## config.mk

```make
export PLATFORM = sky130hd
export DESIGN_NAME = button_pulser_flat
export DESIGN_NICKNAME = d
export VERILOG_FILES = /design/src/rtl/button_pulser_if.sv /design/src/rtl/button_pulser.sv /design/src/flat_wrapper.sv
export SDC_FILE = /design/constraint.sdc
export NUM_CORES = 1
export LEC_CHECK = 0
export CAP_MARGIN = 40
export CORE_ASPECT_RATIO = 2
export CORE_UTILIZATION = 35
export DETAILED_ROUTE_END_ITERATION = 10
export GPL_TIMING_DRIVEN = 0
export PLACE_DENSITY = 0.53
export SLEW_MARGIN = 20
export SYNTH_ARGS = -nofsm -noshare
export SYNTH_HDL_FRONTEND = slang
export SYNTH_SLANG_ARGS = --single-unit
export TNS_END_PERCENT = 100
```

## constraint.sdc

```tcl
create_clock -name Clkin -period 5.8 [get_ports Clkin]
set_clock_uncertainty 0.15 [all_clocks]
set_input_delay 1.16 -clock Clkin [delete_from_list [all_inputs] [get_ports Clkin]]
set_output_delay 1.16 -clock Clkin [all_outputs]
set_load 0.01 [all_outputs]
```

## src/rtl/button_pulser_if.sv

```systemverilog
// rtl/button_pulser_if.sv - button-side signals of the pulser: raw button in, strobe and level out
// master drives the raw button; slave is the pulser itself.
interface button_pulser_if;
   logic Bin;
   logic Dout;
   logic pressed;

   modport master (
      output Bin,
      input  Dout,
      input  pressed
   );

   modport slave (
      input  Bin,
      output Dout,
      output pressed
   );
endinterface

```

## src/rtl/button_pulser.sv

```systemverilog
// rtl/button_pulser.sv - synchronise, debounce and auto-repeat a pushbutton into one-cycle strobes
// One shared timer serves press debounce, release debounce, repeat delay and repeat period.
module button_pulser #(
   parameter int unsigned DEBOUNCE_CYCLES = 500000,
   parameter bit          REPEAT_EN       = 1'b1,
   parameter int unsigned REPEAT_DELAY    = 25000000,
   parameter int unsigned REPEAT_PERIOD   = 5000000,
   parameter int unsigned CNT_W           = 25
) (
   input  logic             Clkin,
   input  logic             clear,
   button_pulser_if.slave   bus
);

   typedef enum logic [2:0] {
      ST_IDLE,
      ST_PRESS_WAIT,
      ST_HELD,
      ST_REPEAT,
      ST_RELEASE_WAIT
   } state_t;

   localparam logic [CNT_W-1:0] CNT_ZERO   = '0;
   localparam logic [CNT_W-1:0] CNT_ONE    = CNT_W'(1);
   localparam logic [CNT_W-1:0] DEB_LAST   = CNT_W'(DEBOUNCE_CYCLES - 1);
   localparam logic [CNT_W-1:0] DELAY_LAST = CNT_W'(REPEAT_DELAY - 1);
   localparam logic [CNT_W-1:0] PER_LAST   = CNT_W'(REPEAT_PERIOD - 1);

   logic             s1_q;
   logic             s_q;
   state_t           state_q,   state_d;
   logic [CNT_W-1:0] cnt_q,     cnt_d;
   logic             dout_q,    dout_d;
   logic             pressed_q, pressed_d;

   always_ff @(posedge Clkin) begin
      if (clear) begin
         s1_q      <= 1'b0;
         s_q       <= 1'b0;
         state_q   <= ST_IDLE;
         cnt_q     <= CNT_ZERO;
         dout_q    <= 1'b0;
         pressed_q <= 1'b0;
      end else begin
         s1_q      <= bus.Bin;
         s_q       <= s1_q;
         state_q   <= state_d;
         cnt_q     <= cnt_d;
         dout_q    <= dout_d;
         pressed_q <= pressed_d;
      end
   end

   always_comb begin
      state_d   = state_q;
      cnt_d     = cnt_q;
      dout_d    = 1'b0;
      pressed_d = 1'b0;

      case (state_q)
         ST_IDLE: begin
            if (s_q) begin
               state_d = ST_PRESS_WAIT;
               cnt_d   = CNT_ONE;
            end
         end

         ST_PRESS_WAIT: begin
            if (!s_q) begin
               state_d = ST_IDLE;
               cnt_d   = CNT_ZERO;
            end else if (cnt_q == DEB_LAST) begin
               state_d = ST_HELD;
               dout_d  = 1'b1;
               cnt_d   = CNT_ZERO;
            end else begin
               cnt_d = cnt_q + CNT_ONE;
            end
         end

         ST_HELD: begin
            if (!s_q) begin
               state_d = ST_RELEASE_WAIT;
               cnt_d   = CNT_ONE;
            end else if (REPEAT_EN) begin
               if (cnt_q == DELAY_LAST) begin
                  state_d = ST_REPEAT;
                  dout_d  = 1'b1;
                  cnt_d   = CNT_ZERO;
               end else begin
                  cnt_d = cnt_q + CNT_ONE;
               end
            end else begin
               cnt_d = CNT_ZERO;
            end
         end

         ST_REPEAT: begin
            if (!s_q) begin
               state_d = ST_RELEASE_WAIT;
               cnt_d   = CNT_ONE;
            end else if (cnt_q == PER_LAST) begin
               dout_d = 1'b1;
               cnt_d  = CNT_ZERO;
            end else begin
               cnt_d = cnt_q + CNT_ONE;
            end
         end

         ST_RELEASE_WAIT: begin
            // A short release is a glitch: return to HELD and restart the repeat delay.
            if (s_q) begin
               state_d = ST_HELD;
               cnt_d   = CNT_ZERO;
            end else if (cnt_q == DEB_LAST) begin
               state_d = ST_IDLE;
               cnt_d   = CNT_ZERO;
            end else begin
               cnt_d = cnt_q + CNT_ONE;
            end
         end

         default: begin
            state_d = ST_IDLE;
            cnt_d   = CNT_ZERO;
         end
      endcase

      pressed_d = (state_d == ST_HELD) || (state_d == ST_REPEAT) ||
                  (state_d == ST_RELEASE_WAIT);
   end

   assign bus.Dout    = dout_q;
   assign bus.pressed = pressed_q;

endmodule

```

## src/flat_wrapper.sv

```systemverilog
// flat-port wrapper written by rule: the top's interface ports become plain ports
module button_pulser_flat 
#(
   parameter int unsigned DEBOUNCE_CYCLES = 500000,
   parameter bit          REPEAT_EN       = 1'b1,
   parameter int unsigned REPEAT_DELAY    = 25000000,
   parameter int unsigned REPEAT_PERIOD   = 5000000,
   parameter int unsigned CNT_W           = 25
)
  (Clkin, clear, bus_Bin, bus_Dout, bus_pressed);
  button_pulser_if bus_i ();
  input  logic Clkin;
  input  logic clear;
  input wire logic [$bits(bus_i.Bin)-1:0] bus_Bin;
  output wire logic [$bits(bus_i.Dout)-1:0] bus_Dout;
  output wire logic [$bits(bus_i.pressed)-1:0] bus_pressed;
  assign bus_i.Bin = bus_Bin;
  assign bus_Dout = bus_i.Dout;
  assign bus_pressed = bus_i.pressed;
  button_pulser #(.DEBOUNCE_CYCLES(DEBOUNCE_CYCLES), .REPEAT_EN(REPEAT_EN), .REPEAT_DELAY(REPEAT_DELAY), .REPEAT_PERIOD(REPEAT_PERIOD), .CNT_W(CNT_W)) u_core (.Clkin(Clkin), .clear(clear), .bus(bus_i));
endmodule
```

# Word-level counts from Yosys, hierarchy flattened

Cells that the tools add are included.

Bits in registers: 32
Bits in latches: 0
RAM bits: 0
Bits in read-only memories: 0
Input port bits: 3
Memories: 0

Add/subtract/negate cells: 1
Multiply operators: 0
Div/mod/pow operators: 0
Magnitude comparators: 0
Eq/ne operators: 11
Shifts and indexed selects: 0
Multiplexer cells: 25
Bitwise operators: 0
Reduce and logical (&&, ||, !) cells: 3

Operators with widths:

| kind                  | number |
|---|---|
| $mux 25               | 8 |
| $pmux 25 s5           | 1 |
| $add 25x1->25 const B | 1 |
| $eq 25x19->1 const B  | 1 |
| $eq 25x23->1 const B  | 1 |
| $eq 25x25->1 const B  | 1 |
| $mux 3                | 8 |
| $pmux 3 s5            | 1 |
| $eq 3x2->1 const B    | 4 |
| $eq 3x3->1 const B    | 2 |
| $mux 1                | 6 |
| $eq 3x1->1 const B    | 1 |
| $logic_not 3->1       | 1 |
| $pmux 1 s3            | 1 |
| $logic_or 1x1->1      | 2 |
| $ne 2x1->1 const B    | 1 |

# Longest topological paths before layout

Gate-level depths: netlist of the first run.

Depth in word-level cells: 7
Gate-level depth with buffers: 7
Mapped depth without buffers: 6

# Least setup slack after synthesis of the first run

Ideal clock, no wire load.

Kind: reg-to-reg
Start: register u_core.cnt_q[8]
End: register u_core.cnt_q[22]
Library setup time: 0.136 ns
Arrival: 1.879 ns
Path slack: 3.636 ns
Stages on the path, launching flop included: 7
Period minus slack after synthesis: 2.164 ns
Cell sequence: dfxtp_1 > or4b_1 > nor4_2 > o2111ai_2 > a21oi_4 > buf_6 > a2111oi_1

Cells in the longest elaborated chain, start to end: 4
Elaborated cells between the ends (all ways): 12
Those cells by class: 1 x add/sub; 3 x eq/ne; 8 x mux

Ends and longest elaborated chain:

| element                                         | RTL line            | RTL |
|---|---|---|
| from (decl)                                     | button_pulser.sv:32 | `logic [CNT_W-1:0] cnt_q, cnt_d;` |
| from (signal assigned)                          | button_pulser.sv:48 | `cnt_q <= cnt_d;` |
| $add 25x1->25, or another cell as far along     | -                   |  |
| $mux 25, on equally long branches (2 in series) | -                   |  |
| $pmux 25 s5 *                                   | button_pulser.sv:60 | `case (state_q)` |

Every way passes the cells marked *; elsewhere a longest branch is shown, timed or not.
A chain may end at the register's enable or synchronous reset.

# Worst setup path after layout of the first run

Start: register u_core.state_q[0]
End: register u_core.cnt_q[24]

Cells in the longest elaborated chain, start to end: 2
Elaborated cells between the ends (all ways): 7
Those cells by class: 5 x eq/ne; 1 x mux; 1 x reduce/logical

Ends and longest elaborated chain:

| element                                   | RTL line            | RTL |
|---|---|---|
| from (decl)                               | button_pulser.sv:31 | `state_t state_q, state_d;` |
| from (signal assigned)                    | button_pulser.sv:47 | `state_q <= state_d;` |
| $eq 3x3->1, or another cell as far along  | button_pulser.sv:60 |  |
| $pmux 25 s5 or $ne 2x1->1 (tied branches) | -                   |  |

Parallel ways exist; a longest one is shown, timed or not.

==> run metrics, run 1 <==
status completed; unrepaired setup endpoints after global routing false; GRT Util Overall 0.217; Filler cells 589; fin nets 248; wire per inst 18.4 um; largest net degree at the start of global routing 11; Synth area leader dfxtp_1; first-pass GRT wire length 9180 um; Peak VDD IR 0.133 mV; Max Cap Viol 0; Synth Cell Area 0.00194 mm2; commonest non-fill, non-tap cell in the layout dfxtp_1; Detail Placement HPWL 4080 um; port bufs 3; pwr dens 194 mW/mm2; Core ar. 0.00537 mm2; relative slew slack 0.603; Critical Path AT 2.80 ns; Post-Synthesis Cells 234; Hold Slack 0.292 ns; gr ovfl total 0; final instance area 0.00212 mm2; Die X 54.6 um; post-synth cell types 48; ANT cells 0; TritonCTS clock tree built; Yosys warnings 0; Final ANT Viol Nets 0; 1st-iter DRT viols 68; worst path required time 5.80 ns; Root Driver clkbuf_8; # rows 38; ranking of synthesized cells by area dfxtp_1 (33%), a211oi_1 (9.3%), nand3_1 (4.9%); die height 107 um; Startpoint Class flip-flop; Remaining DRCs 0; Yosys top cell area share 0.331; initial antenna violation count 0; # Post-CTS Setup Buffers 0; Skew-Pair Late Insertion Delay 0.29 ns; clock buffer depth 2; Fmax 356 MHz; commonest non-fill, non-tap cells in the layout dfxtp_1 (32), a211oi_1 (24), nand3_1 (19), nor3_1 (16), clkbuf_1 (15); Pleak 0.576 nW; Hold Path Class flip-flop to flip-flop; Total Power 0.412 mW; DP Area 0.00204 mm2; Synth Register Bits 32; area grow syn2layout 9.44%; final WL 5590 um; num ports 5; setup TNS 0 ns; layout cells sized above 1 0.0779; starting density of the core 0.360; count of final setup violators 0; die area 0.00585 mm2; First-pass DRT Iterations 4; final hold vios 0; PostCTS Resize Cnt 0; endpoint class of the critical path flip-flop; clock sink total 32; Non-Filler Instances 304; CTS Hold Bufs 0; clock-pin slew on the worst setup and hold paths 0.07 ns; Final GP Congestion 0.845; CTS Buf Count 5; Seq/Total Area, Yosys 0.331; via count 1862; vias in the first global route 1856; slew at the pin with the worst max-slew slack 0.596 ns; crit path time final 2.81 ns; Mapped Nets 238; Syn Area/Cell 8.27 um2; Cells after DPL 297; H-tree Lvls 2; Final period util 0.484; Slew Viols, Final 0; Avg Vias per Cell 6.13; worst-path maximum fanout 10; CP Class flip-flop to flip-flop
[final cells by class]
cell class | count | area (um2) | share of cell area
multi-input combinational | 173 | 1170 | 0.552
sequential | 32 | 641 | 0.302
buffer | 20 | 92.6 | 0.0437
tap | 60 | 75.1 | 0.0354
clock buffer | 6 | 72.6 | 0.0343
inverter | 9 | 33.8 | 0.0159
timing repair buffer | 3 | 30.0 | 0.0142
clock inverter | 1 | 5.00 | 0.00236
[critical path, cell delays in order (launching register included)]
cell and delay, ns:
dfxtp_1 0.41, clkbuf_1 0.43, or4_1 0.22, clkbuf_1 0.35, clkbuf_1 0.46, clkbuf_1 0.48
a211oi_1 0.15
[report_power, final]
part	switching (mW)	internal (mW)	leakage [nW]	total (mW)
clock network	0.0868	0.0816	0.0410	0.168
registers	0.000933	0.221	0.258	0.222
logic	0.0160	0.00558	0.277	0.0216
[layer usage]
layer | share of wire | up-vias | global-route usage
met4 | 0.039 | 0 | 0.123
met2 | 0.55 | 36 | 0.379
met3 | 0.026 | 14 | 0.0326
met5 | 0 | - | 0
li1 | - | 918 | -
met1 | 0.39 | 894 | 0.230
[logic make-up (layout without fill, tap and decap cells)]
logic type      Yosys count  count (layout)  share of synthesized area
buf+inv                  29              39                     0.0653
simple gates            103             103                      0.312
compound gates           56              56                      0.225
xor+xnor                 10              10                     0.0452
flops                    32              32                      0.331
mux                       3               3                     0.0155
fa+ha+maj                 1               1                    0.00646
[through the flow]
step,setup WS (ns),utilization
floorplan,3.64,-
global placement,3.05,0.380
detailed placement,3.06,0.380
CTS,3.03,0.394
global route,2.81,0.394
finish,2.99,0.394
[worst paths after layout]
kind / end / slack, ns / depth (start not counted) / from
max: u_core.cnt_q[24] / 2.99 / 6 / u_core.state_q[0]
max reg2reg: u_core.cnt_q[24] / 2.99 / 6 / u_core.state_q[0]
min reg2reg: u_core.s_q / 0.29 / 1 / u_core.s1_q
min: u_core.s_q / 0.29 / 1 / u_core.s1_q
[flip-flops by register name, summed over array words and instances (netlist names)]
register / flops
u_core.state_q: 3
u_core.s1_q: 1
u_core.bus.pressed: 1
u_core.bus.Dout: 1
u_core.s_q: 1
u_core.cnt_q: 25
[synthesized netlist by cell type, drive strengths merged]
| cell type | n |
|---|---|
| dfxtp | 32 |
| a211oi | 24 |
| nand3 | 19 |
| nor3 | 16 |
| clkbuf | 14 |
| nand2 | 11 |
| nor2 | 10 |
| xnor2 | 10 |
| inv | 9 |
| nor4 | 9 |
| a2111oi | 6 |
| a21oi | 6 |
| buf | 6 |
| o21ai | 6 |
| nand4 | 5 |
| and4 | 4 |
| or3 | 4 |
| a211o | 3 |
| a31oi | 3 |
| and2 | 3 |
| and3 | 3 |
| mux2i | 3 |
| nand2b | 3 |
| nor2b | 3 |
| nor4b | 3 |
| a21o | 2 |
| a41o | 2 |
| o211ai | 2 |
| or3b | 2 |
| ha | 1 |
| nand3b | 1 |
| nand4b | 1 |
| nand4bb | 1 |
| nor3b | 1 |
| o2111ai | 1 |
| o211a | 1 |
| or2 | 1 |
| or4 | 1 |
| or4b | 1 |
| or4bb | 1 |
No activity file was read; power rests on OpenSTA's default activity.
==> inputs of run 2 (changes only) <==
--- a/config.mk
+++ b/config.mk
@@ -10,7 +10,7 @@
 export CORE_UTILIZATION = 35
 export DETAILED_ROUTE_END_ITERATION = 10
 export GPL_TIMING_DRIVEN = 0
-export PLACE_DENSITY = 0.53
+export PLACE_DENSITY = 0.55
 export SLEW_MARGIN = 20
 export SYNTH_ARGS = -nofsm -noshare
 export SYNTH_HDL_FRONTEND = slang
==> constraint.sdc (replaced) <==
create_clock -name Clkin -period 2.5 [get_ports Clkin]
set_clock_uncertainty 0.15 [all_clocks]
set_input_delay 0.5 -clock Clkin [delete_from_list [all_inputs] [get_ports Clkin]]
set_output_delay 0.5 -clock Clkin [all_outputs]
set_load 0.01 [all_outputs]
==> run 2 against run 1 <==
  * Critical path depth is the same
  * Maximum frequency rose by 18%
  * Cell area increased by 5.9%
  * Global-route usage up 0.28 points
  * Setup slack lost 2.9 ns
  * Highest routed layer unchanged
  * Routed wire length barely moved
  * Flip-flop and latch count is the same
  * Critical path type unchanged
  * Core utilization up 2.3 points
  * Critical endpoint is now u_core.cnt_q[18]
  * Sequential share of layout area shrank 1.6 points
  * Die area stayed put
  * Clock-buffer cell count grew 1
==> run metrics, run 2 (synthesis results as in run 1) <==
Fmax 419 MHz; via count 1863; GRT Util Overall 0.220; Non-Filler Instances 307; slew at the pin with the worst max-slew slack 0.569 ns; crit path to u_core.cnt_q[18]; ANT cells 0; commonest non-fill, non-tap cells in the layout dfxtp_1 (31), a211oi_1 (24), nand3_1 (18), nor3_1 (14), nand2_1 (11); CTS Buf Count 5; final hold vios 0; most flop-heavy register u_core.cnt_q; Peak VDD IR 0.332 mV; TritonCTS clock tree built; Remaining DRCs 0; worst path required time 2.51 ns; count of final setup violators 0; starting density of the core 0.360; first-pass GRT wire length 9060 um; # rows 38; relative slew slack 0.620; port bufs 3; Skew-Pair Late Insertion Delay 0.30 ns; CTS Hold Bufs 0; Core ar. 0.00537 mm2; area grow syn2layout 15.9%; launch point of the worst reg-to-reg path u_core.cnt_q[12]; clock-pin slew on the worst setup and hold paths 0.07 ns; layout cells sized above 1 0.142; Final GP Congestion 0.837; Reg2Reg Setup Slack 0.11 ns; num ports 5; Pleak 0.632 nW; final WL 5600 um; setup TNS 0 ns; initial antenna violation count 0; Startpoint Class flip-flop; Final ANT Viol Nets 0; Root Driver clkbuf_8; fin nets 250; clock buffer depth 2; FF-to-FF End u_core.cnt_q[18]; First-pass DRT Iterations 4; worst-path maximum fanout 10; gr ovfl total 0; Avg Vias per Cell 6.07; max reg flops 25; status completed; Cells after DPL 297; Detail Placement HPWL 4050 um; die area 0.00585 mm2; Hold Path Class flip-flop to flip-flop; clock sink total 32; Filler cells 570; Die X 54.6 um; 1st-iter DRT viols 64; Max Cap Viol 0; largest net degree at the start of global routing 11; top flop regs u_core.cnt_q: 25 flops, u_core.state_q: 3 flops; crit path time final 2.39 ns; r2r worst-path depth 6; Slew Viols, Final 0; Final period util 0.955; die height 107 um; CP Class flip-flop to flip-flop; pwr dens 504 mW/mm2; wire per inst 18.2 um; commonest non-fill, non-tap cell in the layout dfxtp_1; H-tree Lvls 2; Critical Path AT 2.40 ns; endpoint class of the critical path flip-flop; vias in the first global route 1762; Crit. Startpoint u_core.cnt_q[12]
-- run 2: cell types whose count changed in the layout (fill, tap and decap cells not counted), sizes merged --
cell,delta
buf,+2
clkinv,-1
bufinv,+1
clkbuf,+1
-- run 2: worst min path at each step --
| stage | startpoint | end | slack, ns | cells past startpoint |
|---|---|---|---|---|
| 6_report | u_core.s1_q | u_core.s_q | 0.31 | 1 |
| 4_1_cts | u_core.s1_q | u_core.s_q | 0.31 | 1 |
| 3_3_place_gp | u_core.s1_q | u_core.s_q | 0.27 | 1 |
| 2_1_floorplan | u_core.s1_q | u_core.s_q | 0.26 | 1 |
| 3_5_place_dp | u_core.s1_q | u_core.s_q | 0.30 | 1 |
| 5_1_grt | u_core.s1_q | u_core.s_q | 0.32 | 1 |
-- run 2: worst max-delay path, stage by stage (launching register included) --
cell and delay [ns]:
dfxtp_1 0.38, or4b_4 0.60, nor4_4 0.32, o2111ai_4 0.25, a21oi_4 0.27, buf_6 0.19
a211oi_1 0.08
-- run 2: timing repair --
action	4_1_cts	5_1_grt
endpoints found under the hold margin	0	0
pin swaps	1	1
buffers inserted	2	0
resized for setup	4	15
endpoints found under the setup margin	21	24
-- run 2: through the flow --
step / area [um2] / power, mW / setup slack [ns] / util / hold WS, ns
final: 2240 / 1.13 / 0.113 / 0.418 / 0.314
after global routing: 2240 / 1.16 / -0.0000724 / 0.418 / 0.317
after CTS: 2200 / 1.14 / 0.00688 / 0.410 / 0.311
after detailed placement: 2040 / 0.576 / -0.248 / 0.380 / 0.300
after global placement: 2040 / 0.576 / -0.256 / 0.380 / 0.268
after floorplan: 1940 / 0.558 / 0.336 / - / 0.264
-- run 2: area by class of cell --
class	count	area (um2)	area share
buffer	20	100	0.0446
timing repair buffer	5	45.0	0.0201
sequential	32	642	0.286
clock buffer	7	96.3	0.0429
tap	60	75.1	0.0335
clock inverter	1	30.0	0.0134
multi-input combinational	173	1220	0.544
inverter	9	33.8	0.0151
-- run 2: metal layers --
metal,track usage,part of all wire,vias up
met4,0.137,0.045,0
met1,0.234,0.39,897
met5,0,0,-
met3,0.0255,0.018,17
li1,-,-,917
met2,0.381,0.55,32
-- run 2: power breakdown --
| part | switching (mW) | leakage, nW | internal, mW |
|---|---|---|---|
| Sequential | 0.00222 | 0.259 | 0.512 |
| Clock | 0.213 | 0.0645 | 0.352 |
| Combinational | 0.0370 | 0.309 | 0.0144 |
